[config.mk]
export PLATFORM = sky130hd
export DESIGN_NAME = axil_skid_slice
export DESIGN_NICKNAME = d
export VERILOG_FILES = /design/src/rtl/axil_skid_slice.sv
export SDC_FILE = /design/constraint.sdc
export NUM_CORES = 1
export LEC_CHECK = 0
export BUFFER_PORTS_ARGS = -buffer_cell sky130_fd_sc_hd__buf_4
export CELL_PAD_IN_SITES_DETAIL_PLACEMENT = 1
export CELL_PAD_IN_SITES_GLOBAL_PLACEMENT = 2
export CORE_ASPECT_RATIO = 1.75
export CORE_MARGIN = 1.5
export CORE_UTILIZATION = 33
export DETAILED_ROUTE_END_ITERATION = 8
export HOLD_SLACK_MARGIN = 0.1
export PLACE_DENSITY_LB_ADDON = 0.1
export SLEW_MARGIN = 10
export SYNTH_ARGS = -nofsm -noshare
export SYNTH_HDL_FRONTEND = slang
export SYNTH_SLANG_ARGS = --single-unit
[constraint.sdc]
create_clock -name clk_i -period 2.3 [get_ports clk_i]
set_clock_uncertainty 0.1 [all_clocks]
set_input_delay 0.115 -clock clk_i [delete_from_list [all_inputs] [get_ports clk_i]]
set_output_delay 0.115 -clock clk_i [all_outputs]
set_load 0.02 [all_outputs]
[src/rtl/axil_skid_slice.sv]
// AXI4-Lite register slice: every channel passes through its own 2-entry skid buffer,
// so valid, ready and payload toward both sides come straight from flops.

module axil_skid_elem #(
  parameter int WIDTH = 8
) (
  input  logic             clk_i,
  input  logic             rst_i,
  input  logic             in_valid,
  output logic             in_ready,
  input  logic [WIDTH-1:0] in_data,
  output logic             out_valid,
  input  logic             out_ready,
  output logic [WIDTH-1:0] out_data
);

  typedef enum logic [1:0] {
    ST_EMPTY = 2'd0,
    ST_ONE   = 2'd1,
    ST_TWO   = 2'd2
  } state_t;

  state_t           state_r;
  logic             ready_r;
  logic             valid_r;
  logic [WIDTH-1:0] out_data_r;
  logic [WIDTH-1:0] skid_data_r;
  logic             push_s;
  logic             pop_s;

  assign push_s    = in_valid & ready_r;
  assign pop_s     = valid_r & out_ready;
  assign in_ready  = ready_r;
  assign out_valid = valid_r;
  assign out_data  = out_data_r;

  // Occupancy state, registered flags and the output/skid payload registers
  always_ff @(posedge clk_i) begin
    if (rst_i) begin
      state_r     <= ST_EMPTY;
      ready_r     <= 1'b0;
      valid_r     <= 1'b0;
      out_data_r  <= '0;
      skid_data_r <= '0;
    end else begin
      case (state_r)
        ST_EMPTY: begin
          // ready_r is low only on the first cycle after reset
          ready_r <= 1'b1;
          if (push_s) begin
            out_data_r <= in_data;
            valid_r    <= 1'b1;
            state_r    <= ST_ONE;
          end
        end
        ST_ONE: begin
          if (push_s && !pop_s) begin
            skid_data_r <= in_data;
            ready_r     <= 1'b0;
            state_r     <= ST_TWO;
          end else if (push_s && pop_s) begin
            out_data_r <= in_data;
            ready_r    <= 1'b1;
          end else if (pop_s) begin
            valid_r <= 1'b0;
            ready_r <= 1'b1;
            state_r <= ST_EMPTY;
          end else begin
            ready_r <= 1'b1;
          end
        end
        ST_TWO: begin
          if (pop_s) begin
            out_data_r <= skid_data_r;
            ready_r    <= 1'b1;
            state_r    <= ST_ONE;
          end else begin
            ready_r <= 1'b0;
          end
        end
        default: begin
          state_r <= ST_EMPTY;
          ready_r <= 1'b0;
          valid_r <= 1'b0;
        end
      endcase
    end
  end

endmodule

module axil_skid_slice #(
  parameter int ADDR_WIDTH = 32,
  parameter int DATA_WIDTH = 32
) (
  input  logic                    clk_i,
  input  logic                    rst_i,
  // slave side (from AXI-to-AXI-Lite converter)
  input  logic                    s_aw_valid,
  output logic                    s_aw_ready,
  input  logic [ADDR_WIDTH-1:0]   s_aw_addr,
  input  logic [2:0]              s_aw_prot,
  input  logic                    s_w_valid,
  output logic                    s_w_ready,
  input  logic [DATA_WIDTH-1:0]   s_w_data,
  input  logic [DATA_WIDTH/8-1:0] s_w_strb,
  output logic                    s_b_valid,
  input  logic                    s_b_ready,
  output logic [1:0]              s_b_resp,
  input  logic                    s_ar_valid,
  output logic                    s_ar_ready,
  input  logic [ADDR_WIDTH-1:0]   s_ar_addr,
  input  logic [2:0]              s_ar_prot,
  output logic                    s_r_valid,
  input  logic                    s_r_ready,
  output logic [DATA_WIDTH-1:0]   s_r_data,
  output logic [1:0]              s_r_resp,
  // master side (toward the register slave)
  output logic                    m_aw_valid,
  input  logic                    m_aw_ready,
  output logic [ADDR_WIDTH-1:0]   m_aw_addr,
  output logic [2:0]              m_aw_prot,
  output logic                    m_w_valid,
  input  logic                    m_w_ready,
  output logic [DATA_WIDTH-1:0]   m_w_data,
  output logic [DATA_WIDTH/8-1:0] m_w_strb,
  input  logic                    m_b_valid,
  output logic                    m_b_ready,
  input  logic [1:0]              m_b_resp,
  output logic                    m_ar_valid,
  input  logic                    m_ar_ready,
  output logic [ADDR_WIDTH-1:0]   m_ar_addr,
  output logic [2:0]              m_ar_prot,
  input  logic                    m_r_valid,
  output logic                    m_r_ready,
  input  logic [DATA_WIDTH-1:0]   m_r_data,
  input  logic [1:0]              m_r_resp
);

  localparam int AX_W = ADDR_WIDTH + 3;
  localparam int W_W  = DATA_WIDTH + DATA_WIDTH / 8;
  localparam int R_W  = DATA_WIDTH + 2;

  axil_skid_elem #(.WIDTH(AX_W)) u_aw (
    .clk_i    (clk_i),
    .rst_i    (rst_i),
    .in_valid (s_aw_valid),
    .in_ready (s_aw_ready),
    .in_data  ({s_aw_prot, s_aw_addr}),
    .out_valid(m_aw_valid),
    .out_ready(m_aw_ready),
    .out_data ({m_aw_prot, m_aw_addr})
  );

  axil_skid_elem #(.WIDTH(W_W)) u_w (
    .clk_i    (clk_i),
    .rst_i    (rst_i),
    .in_valid (s_w_valid),
    .in_ready (s_w_ready),
    .in_data  ({s_w_strb, s_w_data}),
    .out_valid(m_w_valid),
    .out_ready(m_w_ready),
    .out_data ({m_w_strb, m_w_data})
  );

  axil_skid_elem #(.WIDTH(2)) u_b (
    .clk_i    (clk_i),
    .rst_i    (rst_i),
    .in_valid (m_b_valid),
    .in_ready (m_b_ready),
    .in_data  (m_b_resp),
    .out_valid(s_b_valid),
    .out_ready(s_b_ready),
    .out_data (s_b_resp)
  );

  axil_skid_elem #(.WIDTH(AX_W)) u_ar (
    .clk_i    (clk_i),
    .rst_i    (rst_i),
    .in_valid (s_ar_valid),
    .in_ready (s_ar_ready),
    .in_data  ({s_ar_prot, s_ar_addr}),
    .out_valid(m_ar_valid),
    .out_ready(m_ar_ready),
    .out_data ({m_ar_prot, m_ar_addr})
  );

  axil_skid_elem #(.WIDTH(R_W)) u_r (
    .clk_i    (clk_i),
    .rst_i    (rst_i),
    .in_valid (m_r_valid),
    .in_ready (m_r_ready),
    .in_data  ({m_r_resp, m_r_data}),
    .out_valid(s_r_valid),
    .out_ready(s_r_ready),
    .out_data ({s_r_resp, s_r_data})
  );

endmodule

; ---- Word level (Yosys, flattened, before mapping)
; Cells that the tools add are included.
[totals]
reg_bits = 304
latchBits = 0
ram_bits = 0
mem_bits_ro = 0
in_bits = 154
wordCells = 230
memories = 0
[classes]
n_addsub = 0
multipliers = 0
n_div = 0
n_lt_le_gt_ge = 0
eq_ne = 50
n_shift = 0
n_mux = 95
n_bitwise = 15
n_reduce_logical = 45
[op_table]
columns = operator, n
row1 = two-way mux 35 bit, 8
row2 = one-hot mux 35 bit (3 select lines), 2
row3 = two-way mux 36 bit, 4
row4 = two-way mux 34 bit, 4
row5 = one-hot mux 36 bit (3 select lines), 1
row6 = one-hot mux 34 bit (3 select lines), 1
row7 = two-way mux 2 bit, 29
row8 = AND reduction 5 bit, 10
row9 = "inequality test 2 x 1 -> 1 bit, second input constant", 20
row10 = one-hot mux 2 bit (3 select lines), 6
row11 = two-way mux 1 bit, 30
row12 = one-hot mux 1 bit (3 select lines), 10
row13 = "inequality test 2 bit, second input constant", 10
row14 = AND reduction 4 bit, 5
row15 = "inequality test 3 x 1 -> 1 bit, second input constant", 5
row16 = "inequality test 3 x 2 -> 1 bit, second input constant", 5
row17 = nonzero test 3 bit, 5
row18 = AND 1 bit, 10
row19 = "equality test 2 x 1 -> 1 bit, second input constant", 5
row20 = "equality test 2 bit, second input constant", 5
row21 = logical AND 1 bit, 10
row22 = zero test 2 bit, 5
row23 = AND reduction 2 bit, 5
row24 = zero test 1 bit, 5
row25 = NOT 1 bit, 5

; ---- Longest topological paths before layout
; Gate-level depths: netlist of run 1.
[logic_depth]
word_depth = 5
mapped_depth = 7

; ---- Hierarchy
; From an unflattened synthesis of run 1, not the netlist that was laid out.
[unflattened]
hier_cells = 1533
hier_area_um2 = 12137.9
[by_module_without_submodules]
columns = module, instances, cells_per_inst, area_each_um2, seq_area_each_um2
row1 = axil_skid_elem at u_ar ..., 2, 373, 2915.3, 1481.4
row2 = axil_skid_elem at u_w, 1, 382, 2980.4, 1521.5
row3 = axil_skid_elem at u_r, 1, 364, 2926.6, 1441.4
row4 = axil_skid_elem at u_b, 1, 41, 400.4, 160.2

; ---- Worst setup path before layout of run 1
; No wires, ideal clock.
[synth_timing]
kind = reg-to-reg
start = register u_aw.valid_r, in the netlist u_aw.out_valid
end = register u_aw.out_data_r[0], in the netlist u_aw.out_data[0]
setup_time_ps = 86
t_arrival_ps = 1418
required_time_ps = 2114
path_slack_ps = 696
path_stages_with_launch = 6
n_path_buf = 1
period_less_slack_ps = 1604
path_cell_list = dfxtp_1 -> a21boi_2 -> o31ai_4 -> buf_2 -> nor2_1 -> a211oi_1
[synth_via]
elab_chain_len = 5
[synth_rtl]
columns = item, line_no
row1 = start: declaration, 25  ; logic valid_r;
row2 = start signal: assignment, 42  ; valid_r <= 1'b0;
row3 = start signal: assignment, 52  ; valid_r <= 1'b1;
row4 = start signal: assignment, 65  ; valid_r <= 1'b0;
row5 = AND 1 bit (*), 32  ; assign pop_s = valid_r & out_ready;
row6 = zero test 1 bit, 57  ; if (push_s && !pop_s) begin
row7 = logical AND 1 bit, 57
row8 = inequality test 2 bit (no source line), -
row9 = AND reduction 5 bit (no source line) (*), -
row10 = end signal: assignment, 51  ; out_data_r <= in_data;
row11 = end signal: assignment, 62  ; out_data_r <= in_data;
row12 = end signal: assignment, 74  ; out_data_r <= skid_data_r;
row13 = end: declaration, 26  ; logic [WIDTH-1:0] out_data_r;
; Mark *: on every way between the ends. The rest lies on a longest branch, timed or not.
; A chain may end at the register's enable or synchronous reset.

; ---- Worst setup path in the final report of run 1
[layout_timing]
start = register u_aw.state_r[1]
end = register u_aw.skid_data_r[16]
[layout_via]
elab_chain_len = 2
[layout_rtl]
columns = item, line_no
row1 = start: declaration, 23  ; state_t state_r;
row2 = start signal: assignment, 40  ; state_r <= ST_EMPTY;
row3 = start signal: assignment, 53  ; state_r <= ST_ONE;
row4 = start signal: assignment, 60  ; state_r <= ST_TWO;
row5 = equality test 2 x 1 -> 1 bit, 46  ; case (state_r)
row6 = AND reduction 2 bit (no source line), -
row7 = end signal: assignment, 58  ; skid_data_r <= in_data;
row8 = end: declaration, 27  ; logic [WIDTH-1:0] skid_data_r;
; Every way passes these cells.

==> flow_summary.json, run 1 <==
{
  "status": "finished clean",
  "antenna_found_initial": 2,
  "drt_pass1_iterations": 4,
  "clk_pin_slew_ns": 0.06,
  "critPathLaunchType": "flip-flop",
  "ys_types": 39,
  "place_hpwl_um": 23900,
  "arrival_ns": 2.57,
  "post_drt_wl_per_cell_um": 16.3,
  "grt_pass1_vias": 12000,
  "syn_area_mm2": 0.0121,
  "die_h_um": 256,
  "clockPowerShare_pct": 38.5,
  "rr_startpoint": "u_aw.state_r[1]$_SDFFE_PP0P_",
  "ff2ff_path_depth": 6,
  "switchingPower_mw": 3.54,
  "crit_required_ns": 2.70,
  "fp.coreArea_mm2": 0.0360,
  "cp-end-kind": "flip-flop",
  "switching_share_pct": 26.8,
  "io_pins": 306,
  "worst_r2r_endpoint": "u_aw.skid_data_r[16]$_SDFFE_PP0P_",
  "drc_errors": 0,
  "postLayoutSetupSlackWorst_ns": 0.127,
  "gp_congestion": 0.703,
  "grt_max_degree": 73,
  "seq_power_share_pct": 44.0,
  "synth-main-ff-cell": "dfxtp_1",
  "synth_top_area_share_pct": 50.3,
  "grt_pass1_wl_um": 62100,
  "whs_path_depth": 4,
  "yosysWarnings": 0,
  "drt_iter0_markers": 340,
  "place_ws_ns": 0.373,
  "grt_overflow_total": 0,
  "die-area_mm2": 0.0378,
  "p_int_mw": 9.67,
  "crit_path_max_fanout": 27,
  "slew_viol_final": 0,
  "placed_area_mm2": 0.0148,
  "synth_area_per_cell_um2": 8.56,
  "die_x_um": 148,
  "hold_end": "u_r.skid_data_r[13]$_SDFFE_PP0N_",
  "ff2ff_setup_slack_ns": 0.13,
  "leakage_nw": 7.47,
  "track_usage_pct": 19.9,
  "finalSetupViolCount": 0,
  "clk_latency_ns": 0.55,
  "critPathKind": "reg -> reg",
  "max_freq_ghz": 0.460,
  "yosysSeqAreaShare_pct": 50.3,
  "cap_viol_max_count": 0,
  "period_needed_ns": 2.17,
  "mostFrequentLayoutCells": "nand2_1 (367), buf_4 (316), dfxtp_1 (302)",
  "root_buffer": "clkbuf_16",
  "hp-class": "in -> reg",
  "rsz0062_at_grt": "no",
  "area_delta_synth_final_pct": 47.8,
  "rows": 92,
  "final_cell_area_mm2": 0.0179,
  "max-vdd-ir-drop_mv": 0.532,
  "synthArstFlopShare_pct": 0,
  "synth_area_leaders": "dfxtp_1 (50%), nand2_1 (11%), mux2i_1 (8.9%), a211oi_1 (6.5%), a21oi_1 (6.4%)",
  "routed_via_density": 4.94,
  "cts_tree": "built",
  "port_buffers": 305,
  "htreeDepth": 1,
  "maxSlewHeadroom_pct": 61.2,
  "ys_ff_latch": 304,
  "hold_viol_final": 0,
  "synth_fp_nets": 1567,
  "period_share_pct": 94.5,
  "tightestPinTransition_ns": 0.579,
  "setup_tns_ns": 0,
  "syn_inst": 1413,
  "pwr-share-comb_pct": 17.4,
  "min_from": "m_r_data[13]",
  "drive_gt1_share_pct": 21.1,
  "drt_wl_total_um": 38500,
  "start_util_pct": 33.6,
  "finalHoldWorstSlack_ns": 0.263,
  "cts_sinks": 304,
  "antenna_left": 0,
  "dr_total_vias": 11600,
  "final_common_cell": "nand2_1",
  "numCtsBuffers": 31,
  "synth_area_leader_cell": "dfxtp_1",
  "synth_edf_count": 0,
  "cts_setup_buffers": 0,
  "p_per_area_mw_per_mm2": 739,
  "fin_nets": 2017,
  "clockBufferDepth": 3
}
==> power by group through the flow <==
stage / Combinational, mW / Clock (mW) / Sequential, mW
floorplan: 0.820 / 0 / 6.19
global placement: 2.03 / 0 / 5.92
detailed placement: 2.07 / 0 / 5.93
CTS: 2.32 / 5.28 / 5.82
global route: 2.52 / 5.45 / 5.85
finish: 2.30 / 5.09 / 5.82
==> critical path, cell delays in order, from the launching register on <==
cell,delay (ns)
dfxtp_1,0.51
and3b_1,0.27
nand2_2,0.22
buf_12,0.22
nand2_1,0.07
a21oi_1,0.14
dlygate4sd3_1,0.57
==> cell usage after synthesis (2+ instances only) <==
library cell,count
a221oi_1,3
o21bai_1,6
and3b_1,5
dfxtp_1,304
nand4_1,4
nand3_1,8
nand2b_1,6
nand3b_1,5
buf_4,9
a311oi_1,38
mux2i_1,107
and3_1,3
a31o_2,3
a21oi_1,154
inv_1,3
mux2_2,2
a21o_1,2
buf_2,47
clkbuf_1,56
nand2_1,368
a211oi_1,105
o211ai_2,2
nor2b_1,3
a31oi_1,4
nor2_1,145
nand4bb_1,3
o21ai_0,2
nand4b_1,4
and2_1,2
==> state kept, by name, summed over array words and instances, names as in the netlist, 2 cells and up <==
name / flops
u_r.out_data: 34
u_r.state_r: 2
u_aw.skid_data_r: 35
u_b.skid_data_r: 2
u_b.state_r: 2
u_b.out_data: 2
u_ar.skid_data_r: 35
u_ar.out_data: 35
u_w.state_r: 2
u_w.out_data: 36
u_aw.out_data: 35
u_ar.state_r: 2
u_r.skid_data_r: 34
u_w.skid_data_r: 36
u_aw.state_r: 2
==> timing repair <==
action,4_1_cts,5_1_grt
endpoints found under the hold margin,304,0
hold buffers,199,0
gates resized for setup,0,9
endpoints found under the setup margin,0,28
==> metrics by stage <==
stage | cells | utilization, % | total power, mW
2_1_floorplan | 1413 | - | 7.01
3_3_place_gp | 2101 | 41.1 | 7.95
3_5_place_dp | 2101 | 41.1 | 8.00
4_1_cts | 2355 | 49.5 | 13.4
5_1_grt | 2357 | 49.6 | 13.8
6_report | 2357 | 49.6 | 13.2
==> layout make-up <==
class                      instances  area, um^2
fill                            4205       18200
multi-input combinational        992        5510
clock inverter                    12         139
antenna                            2        5.00
clock buffer                      43         881
timing repair buffer             531        4650
tap                              470         588
inverter                           3        11.3
sequential                       304        6090
==> cell families (layout without fill, tap and decap cells) <==
family | after synthesis | count (layout) | share of synthesized area (%)
other | 0 | 2 | 0
multiplexers | 109 | 109 | 9.05
buffers and inverters | 117 | 589 | 4.44
flip-flops | 304 | 304 | 50.3
AO/OA/AOI/OAI | 326 | 326 | 17.7
AND/OR/NAND/NOR | 557 | 557 | 18.5
==> per-layer routing <==
layer	wire length (um)	GRT usage [%]	share of wire (%)	vias up
met5	0	0	0	-
met4	1060	6.31	2.8	0
met3	1860	3.47	4.8	63
met2	20500	37.9	53	219
met1	15100	21.8	39	5574
li1	-	-	-	5778
==> how the worst max path moves through the flow <==
stage,endpoint,from,slack [ns]
floorplan,u_aw.out_data[0]$_SDFFE_PP0P_,u_aw.out_valid$_SDFFE_PP0P_,0.70
global placement,u_w.out_data[32]$_SDFFE_PP0P_,u_w.out_valid$_SDFFE_PP0P_,0.49
detailed placement,u_w.out_data[3]$_SDFFE_PP0P_,u_w.out_valid$_SDFFE_PP0P_,0.37
CTS,u_aw.skid_data_r[15]$_SDFFE_PP0P_,u_aw.state_r[1]$_SDFFE_PP0P_,0.02
global route,u_aw.skid_data_r[12]$_SDFFE_PP0P_,u_aw.state_r[1]$_SDFFE_PP0P_,0.007
finish,u_aw.skid_data_r[16]$_SDFFE_PP0P_,u_aw.state_r[1]$_SDFFE_PP0P_,0.13
No activity file was read; power rests on OpenSTA's default activity.
==> run 2: changes to the inputs <==
- PLACE_DENSITY: default -> 0.87
- PLACE_DENSITY_LB_ADDON: 0.1 -> default
==> run 2 against run 1 <==
Wire length increased by 3.4%. Worst setup slack improved by 0.014 ns. Register-to-register slack about the same. Sequential share of layout area increased by 0.17 points. Cell area decreased by 0.48%. Critical endpoint is now u_r.skid_data_r[33]$_SDFFE_PP0N_. Sequential power about the same.
==> flow_summary.json, run 2 (same netlist as run 1, synthesis figures left out) <==
{
  "status": "finished clean",
  "area_delta_synth_final_pct": 47.1,
  "drt_wl_total_um": 39800,
  "cap_viol_max_count": 0,
  "rsz0062_at_grt": "no",
  "rr_startpoint": "u_r.state_r[0]$_SDFFE_PP0P_",
  "start_util_pct": 33.6,
  "track_usage_pct": 20.4,
  "p_int_mw": 9.62,
  "die-area_mm2": 0.0378,
  "grt_pass1_wl_um": 63500,
  "worst_r2r_endpoint": "u_r.skid_data_r[33]$_SDFFE_PP0N_",
  "cp_cell_sequence": "nor2b_1 > and3b_1 > buf_6 > nand2_1 > a21oi_1 > dlygate4sd3_1",
  "max_freq_ghz": 0.463,
  "tightestPinTransition_ns": 0.675,
  "htreeDepth": 1,
  "io_pins": 306,
  "clockPowerShare_pct": 38.5,
  "grt_overflow_total": 0,
  "slew_viol_final": 0,
  "switchingPower_mw": 3.61,
  "post_drt_wl_per_cell_um": 16.9,
  "dr_total_vias": 11800,
  "pwr-share-comb_pct": 17.5,
  "max-vdd-ir-drop_mv": 0.654,
  "ff2ff_path_depth": 6,
  "hold_viol_final": 0,
  "wl_met2_um": 21300,
  "period_needed_ns": 2.16,
  "numCtsBuffers": 30,
  "drt_iter0_markers": 355,
  "rows": 92,
  "min_from": "s_ar_addr[3]",
  "wl_met3_um": 1800,
  "ff2ff_setup_slack_ns": 0.14,
  "arrival_ns": 2.56,
  "critPathKind": "reg -> reg",
  "clk_latency_ns": 0.55,
  "fp.coreArea_mm2": 0.0360,
  "gp_congestion": 0.771,
  "grt_pass1_vias": 12500,
  "leakage_nw": 7.41,
  "finalSetupViolCount": 0,
  "drt_pass1_iterations": 6,
  "drc_errors": 0,
  "cts_tree": "built",
  "setup_tns_ns": 0,
  "port_buffers": 305,
  "antenna_left": 0,
  "whs_path_depth": 4,
  "clk_pin_slew_ns": 0.07,
  "maxUsedRoutingLayer": "met4",
  "mostFrequentLayoutCells": "nand2_1 (368), buf_4 (325), dfxtp_1 (302)",
  "die_x_um": 148,
  "cp-end-kind": "flip-flop",
  "root_buffer": "clkbuf_16",
  "p_per_area_mw_per_mm2": 744,
  "seq_power_share_pct": 44.0,
  "cts_setup_buffers": 0,
  "cts_sinks": 304,
  "critPathLaunchType": "flip-flop",
  "die_h_um": 256,
  "grt_max_degree": 78,
  "hold_end": "u_ar.skid_data_r[3]$_SDFFE_PP0P_",
  "fin_nets": 2012,
  "max_stage_delay_ns": 0.56,
  "switching_share_pct": 27.3,
  "cp_num_buf_inv": 2,
  "place_hpwl_um": 25500,
  "timing.critical_path.slowest_stage_cell": "dlygate4sd3_1",
  "hp-class": "in -> reg",
  "clockBufferDepth": 3,
  "finish.utilization_pct": 49.4,
  "m1WireLength_um": 15000,
  "routed_via_density": 5.00,
  "final_common_cell": "nand2_1",
  "cp_top_family": "buffers and inverters",
  "period_share_pct": 93.9,
  "fill_cells": 4199,
  "crit_required_ns": 2.70,
  "maxSlewHeadroom_pct": 54.8,
  "antenna_found_initial": 5,
  "drive_gt1_share_pct": 21.6,
  "crit_path_max_fanout": 26
}
[run 2: cell count changes in the layout (fill, tap and decap cells not counted), sizes merged]
cell / previous run / this run
dlygate4sd3: 199 / 188
inv: 3 / 4
clkinvlp: 0 / 3
buf: 331 / 339
clkbuf: 44 / 38
diode: 2 / 6
[run 2: per-stage QoR]
step | cell area (um^2) | setup slack [ns] | total power [mW] | hold WS [ns] | cells
final | 17800 | 0.141 | 13.2 | 0.267 | 2356
after global routing | 17800 | 0.0124 | 13.8 | 0.260 | 2355
after CTS | 17700 | 0.0249 | 13.4 | 0.236 | 2350
after detailed placement | 14800 | 0.254 | 8.01 | 0.250 | 2108
after global placement | 14800 | 0.381 | 7.95 | 0.240 | 2108
after floorplan | 12100 | 0.696 | 7.01 | 0.128 | 1413
[run 2: timing repair]
item	4_1_cts	5_1_grt
resized for setup	0	6
endpoints found under the setup margin	0	18
hold buffers	188	0
endpoints found under the hold margin	304	0
[run 2: how the worst max path moves through the flow]
stage	startpoint	slack [ns]	to	cells after the start
after detailed placement	u_ar.in_ready$_SDFF_PP0_	0.25	u_ar.out_data[28]$_SDFFE_PP0P_	5
after global placement	u_ar.in_ready$_SDFF_PP0_	0.38	u_ar.out_data[10]$_SDFFE_PP0P_	5
after global routing	u_r.out_valid$_SDFFE_PP0P_	0.01	u_r.skid_data_r[30]$_SDFFE_PP0N_	6
final	u_r.state_r[0]$_SDFFE_PP0P_	0.14	u_r.skid_data_r[33]$_SDFFE_PP0N_	6
after CTS	u_ar.state_r[1]$_SDFFE_PP0P_	0.02	u_ar.skid_data_r[28]$_SDFFE_PP0P_	6
after floorplan	u_aw.out_valid$_SDFFE_PP0P_	0.70	u_aw.out_data[0]$_SDFFE_PP0P_	5
[run 2: routing by layer]
| layer | vias up | global-route usage [%] |
|---|---|---|
| met4 | 0 | 9.14 |
| met3 | 85 | 3.26 |
| met1 | 5668 | 21.3 |
| li1 | 5769 | - |
| met2 | 263 | 39.2 |
| met5 | - | 0 |
[run 2: power by group through the flow]
stage	registers, mW	clock network (mW)	logic [mW]
floorplan	6.19	0	0.820
detailed placement	5.94	0	2.07
global placement	5.92	0	2.03
finish	5.82	5.10	2.32
global route	5.86	5.47	2.51
CTS	5.82	5.27	2.33
[run 2: tightest hold or removal path, delay by kind of cell]
kind | cells | cell delay, ns
AO/OA/AOI/OAI | 1 | 0.10
buffers and inverters | 2 | 0.63
AND/OR/NAND/NOR | 1 | 0.04
[run 2: layout make-up]
| type | instances | area (um^2) | share of cell area (%) |
|---|---|---|---|
| Antenna cell | 6 | 15.0 | 0.0844 |
| Clock buffer | 38 | 852 | 4.79 |
| Clock inverter | 16 | 166 | 0.936 |
| Inverter | 3 | 11.3 | 0.0633 |
| Multi-Input combinational cell | 992 | 5500 | 30.9 |
| Sequential cell | 304 | 6090 | 34.2 |
| Tap cell | 470 | 588 | 3.31 |
| Timing Repair Buffer | 527 | 4560 | 25.7 |
==> run 3: changes to the inputs <==
- PLACE_DENSITY: 0.87 -> default
- PLACE_DENSITY_LB_ADDON: default -> 0.2
- SETUP_SLACK_MARGIN: default -> 0.15
==> run 3 against run 2 <==
Cell area is 1.7% lower. Combinational power hardly changed. Worst setup slack better by 0.10 ns. Non-clock buffer count is 27 lower. Largest power group unchanged. Highest routed layer unchanged.
==> flow_summary.json, run 3 (same netlist as run 1, synthesis figures left out) <==
{
  "antenna_found_initial": 1,
  "crit_required_ns": 2.63,
  "drive_gt1_share_pct": 21.2,
  "grt_overflow_total": 0,
  "placed_area_mm2": 0.0148,
  "grt_pass1_wl_um": 61900,
  "clk_latency_ns": 0.58,
  "hold_viol_final": 0,
  "post_drt_wl_per_cell_um": 16.7,
  "tightestPinTransition_ns": 0.531,
  "die_h_um": 256,
  "drt_wl_total_um": 38800,
  "rows": 92,
  "cts_tree": "built",
  "drt_iter0_markers": 405,
  "antenna_left": 0,
  "gp_congestion": 0.756,
  "clockBufferDepth": 3,
  "grt_max_degree": 73,
  "period_share_pct": 89.5,
  "place_ws_ns": 0.297,
  "critPathKind": "reg -> reg",
  "cts_sinks": 304,
  "postLayoutSetupSlackWorst_ns": 0.242,
  "io_pins": 306,
  "area_delta_synth_final_pct": 44.6,
  "rsz0062_at_grt": "yes",
  "fin_nets": 1986,
  "critPathLaunchType": "flip-flop",
  "crit_path_max_fanout": 41,
  "root_buffer": "clkbuf_16",
  "arrival_ns": 2.39,
  "hp-class": "in -> reg",
  "final_common_cell": "nand2_1",
  "track_usage_pct": 20.0,
  "htreeDepth": 1,
  "max-vdd-ir-drop_mv": 0.547,
  "grt_pass1_vias": 12000,
  "cp-end-kind": "flip-flop",
  "final_cell_area_mm2": 0.0175,
  "setup_tns_ns": 0,
  "die-area_mm2": 0.0378,
  "start_util_pct": 33.6,
  "status": "finished clean",
  "p_per_area_mw_per_mm2": 742,
  "drt_pass1_iterations": 4,
  "die_x_um": 148,
  "cap_viol_max_count": 0,
  "leakage_nw": 7.19,
  "period_needed_ns": 2.06,
  "mostFrequentLayoutCells": "nand2_1 (368), buf_4 (322), dfxtp_1 (302)",
  "routed_via_density": 4.95,
  "drc_errors": 0,
  "fp.coreArea_mm2": 0.0360,
  "port_buffers": 305,
  "slew_viol_final": 0,
  "place_hpwl_um": 24200,
  "dr_total_vias": 11500,
  "maxSlewHeadroom_pct": 64.5,
  "finalSetupViolCount": 0,
  "numCtsBuffers": 30,
  "power.total_mw": 13.0,
  "max_freq_ghz": 0.486,
  "clk_pin_slew_ns": 0.06
}
-- run 3: layout make-up --
type	instances	area [um^2]
Fill cell	4196	18600
Sequential cell	304	6090
Inverter	3	11.3
Multi-Input combinational cell	993	5510
Timing Repair Buffer	500	4330
Clock buffer	49	903
Tap cell	470	588
Clock inverter	3	40.0
Antenna cell	1	2.50
-- run 3: final timing paths --
path                                                  startpoint                          endpoint  slack [ns]  depth (start not counted)
worst max-delay path                u_ar.state_r[1]$_SDFFE_PP0P_    u_ar.out_data[20]$_SDFFE_PP0P_        0.24                          5
worst min-delay path                                 m_r_data[0]   u_r.skid_data_r[0]$_SDFFE_PP0N_        0.25                          4
worst max register to register      u_ar.state_r[1]$_SDFFE_PP0P_    u_ar.out_data[20]$_SDFFE_PP0P_        0.24                          5
worst min register to register  u_aw.skid_data_r[5]$_SDFFE_PP0P_  u_aw.skid_data_r[5]$_SDFFE_PP0P_        0.35                          2
-- run 3: stage by stage --
step | hold WS [ns] | utilization (%) | instances
4_1_cts | 0.222 | 48.4 | 2316
5_1_grt | 0.241 | 48.5 | 2323
3_3_place_gp | 0.229 | 41.2 | 2100
3_5_place_dp | 0.243 | 41.2 | 2100
6_report | 0.245 | 48.5 | 2323
2_1_floorplan | 0.128 | - | 1413
-- run 3: layer usage --
| layer | up-vias | wire length [um] | global-route usage [%] |
|---|---|---|---|
| met4 | 0 | 1210 | 6.97 |
| met3 | 61 | 1710 | 3.42 |
| met1 | 5501 | 15100 | 21.9 |
| met2 | 222 | 20800 | 37.8 |
| met5 | - | 0 | 0 |
| li1 | 5710 | - | - |
-- run 3: critical path, stage by stage, from the launching register on --
cell,delay (ns)
dfxtp_1,0.58
nand4b_1,0.33
o211ai_4,0.26
buf_12,0.26
nor2_1,0.06
a311oi_1,0.33
-- run 3: repair_timing --
item	in CTS	in global routing
hold buffers	164	0
buffers inserted	0	5
endpoints found under the hold margin	304	0
endpoints found under the setup margin	0	7
resized for setup	0	2
-- run 3: power by group --
part / leakage, nW / switching, mW / internal (mW)
clock: 0.461 / 2.09 / 2.76
sequential: 2.48 / 0.222 / 5.59
combinational: 4.25 / 1.22 / 1.08
total: 7.19 / 3.53 / 9.43
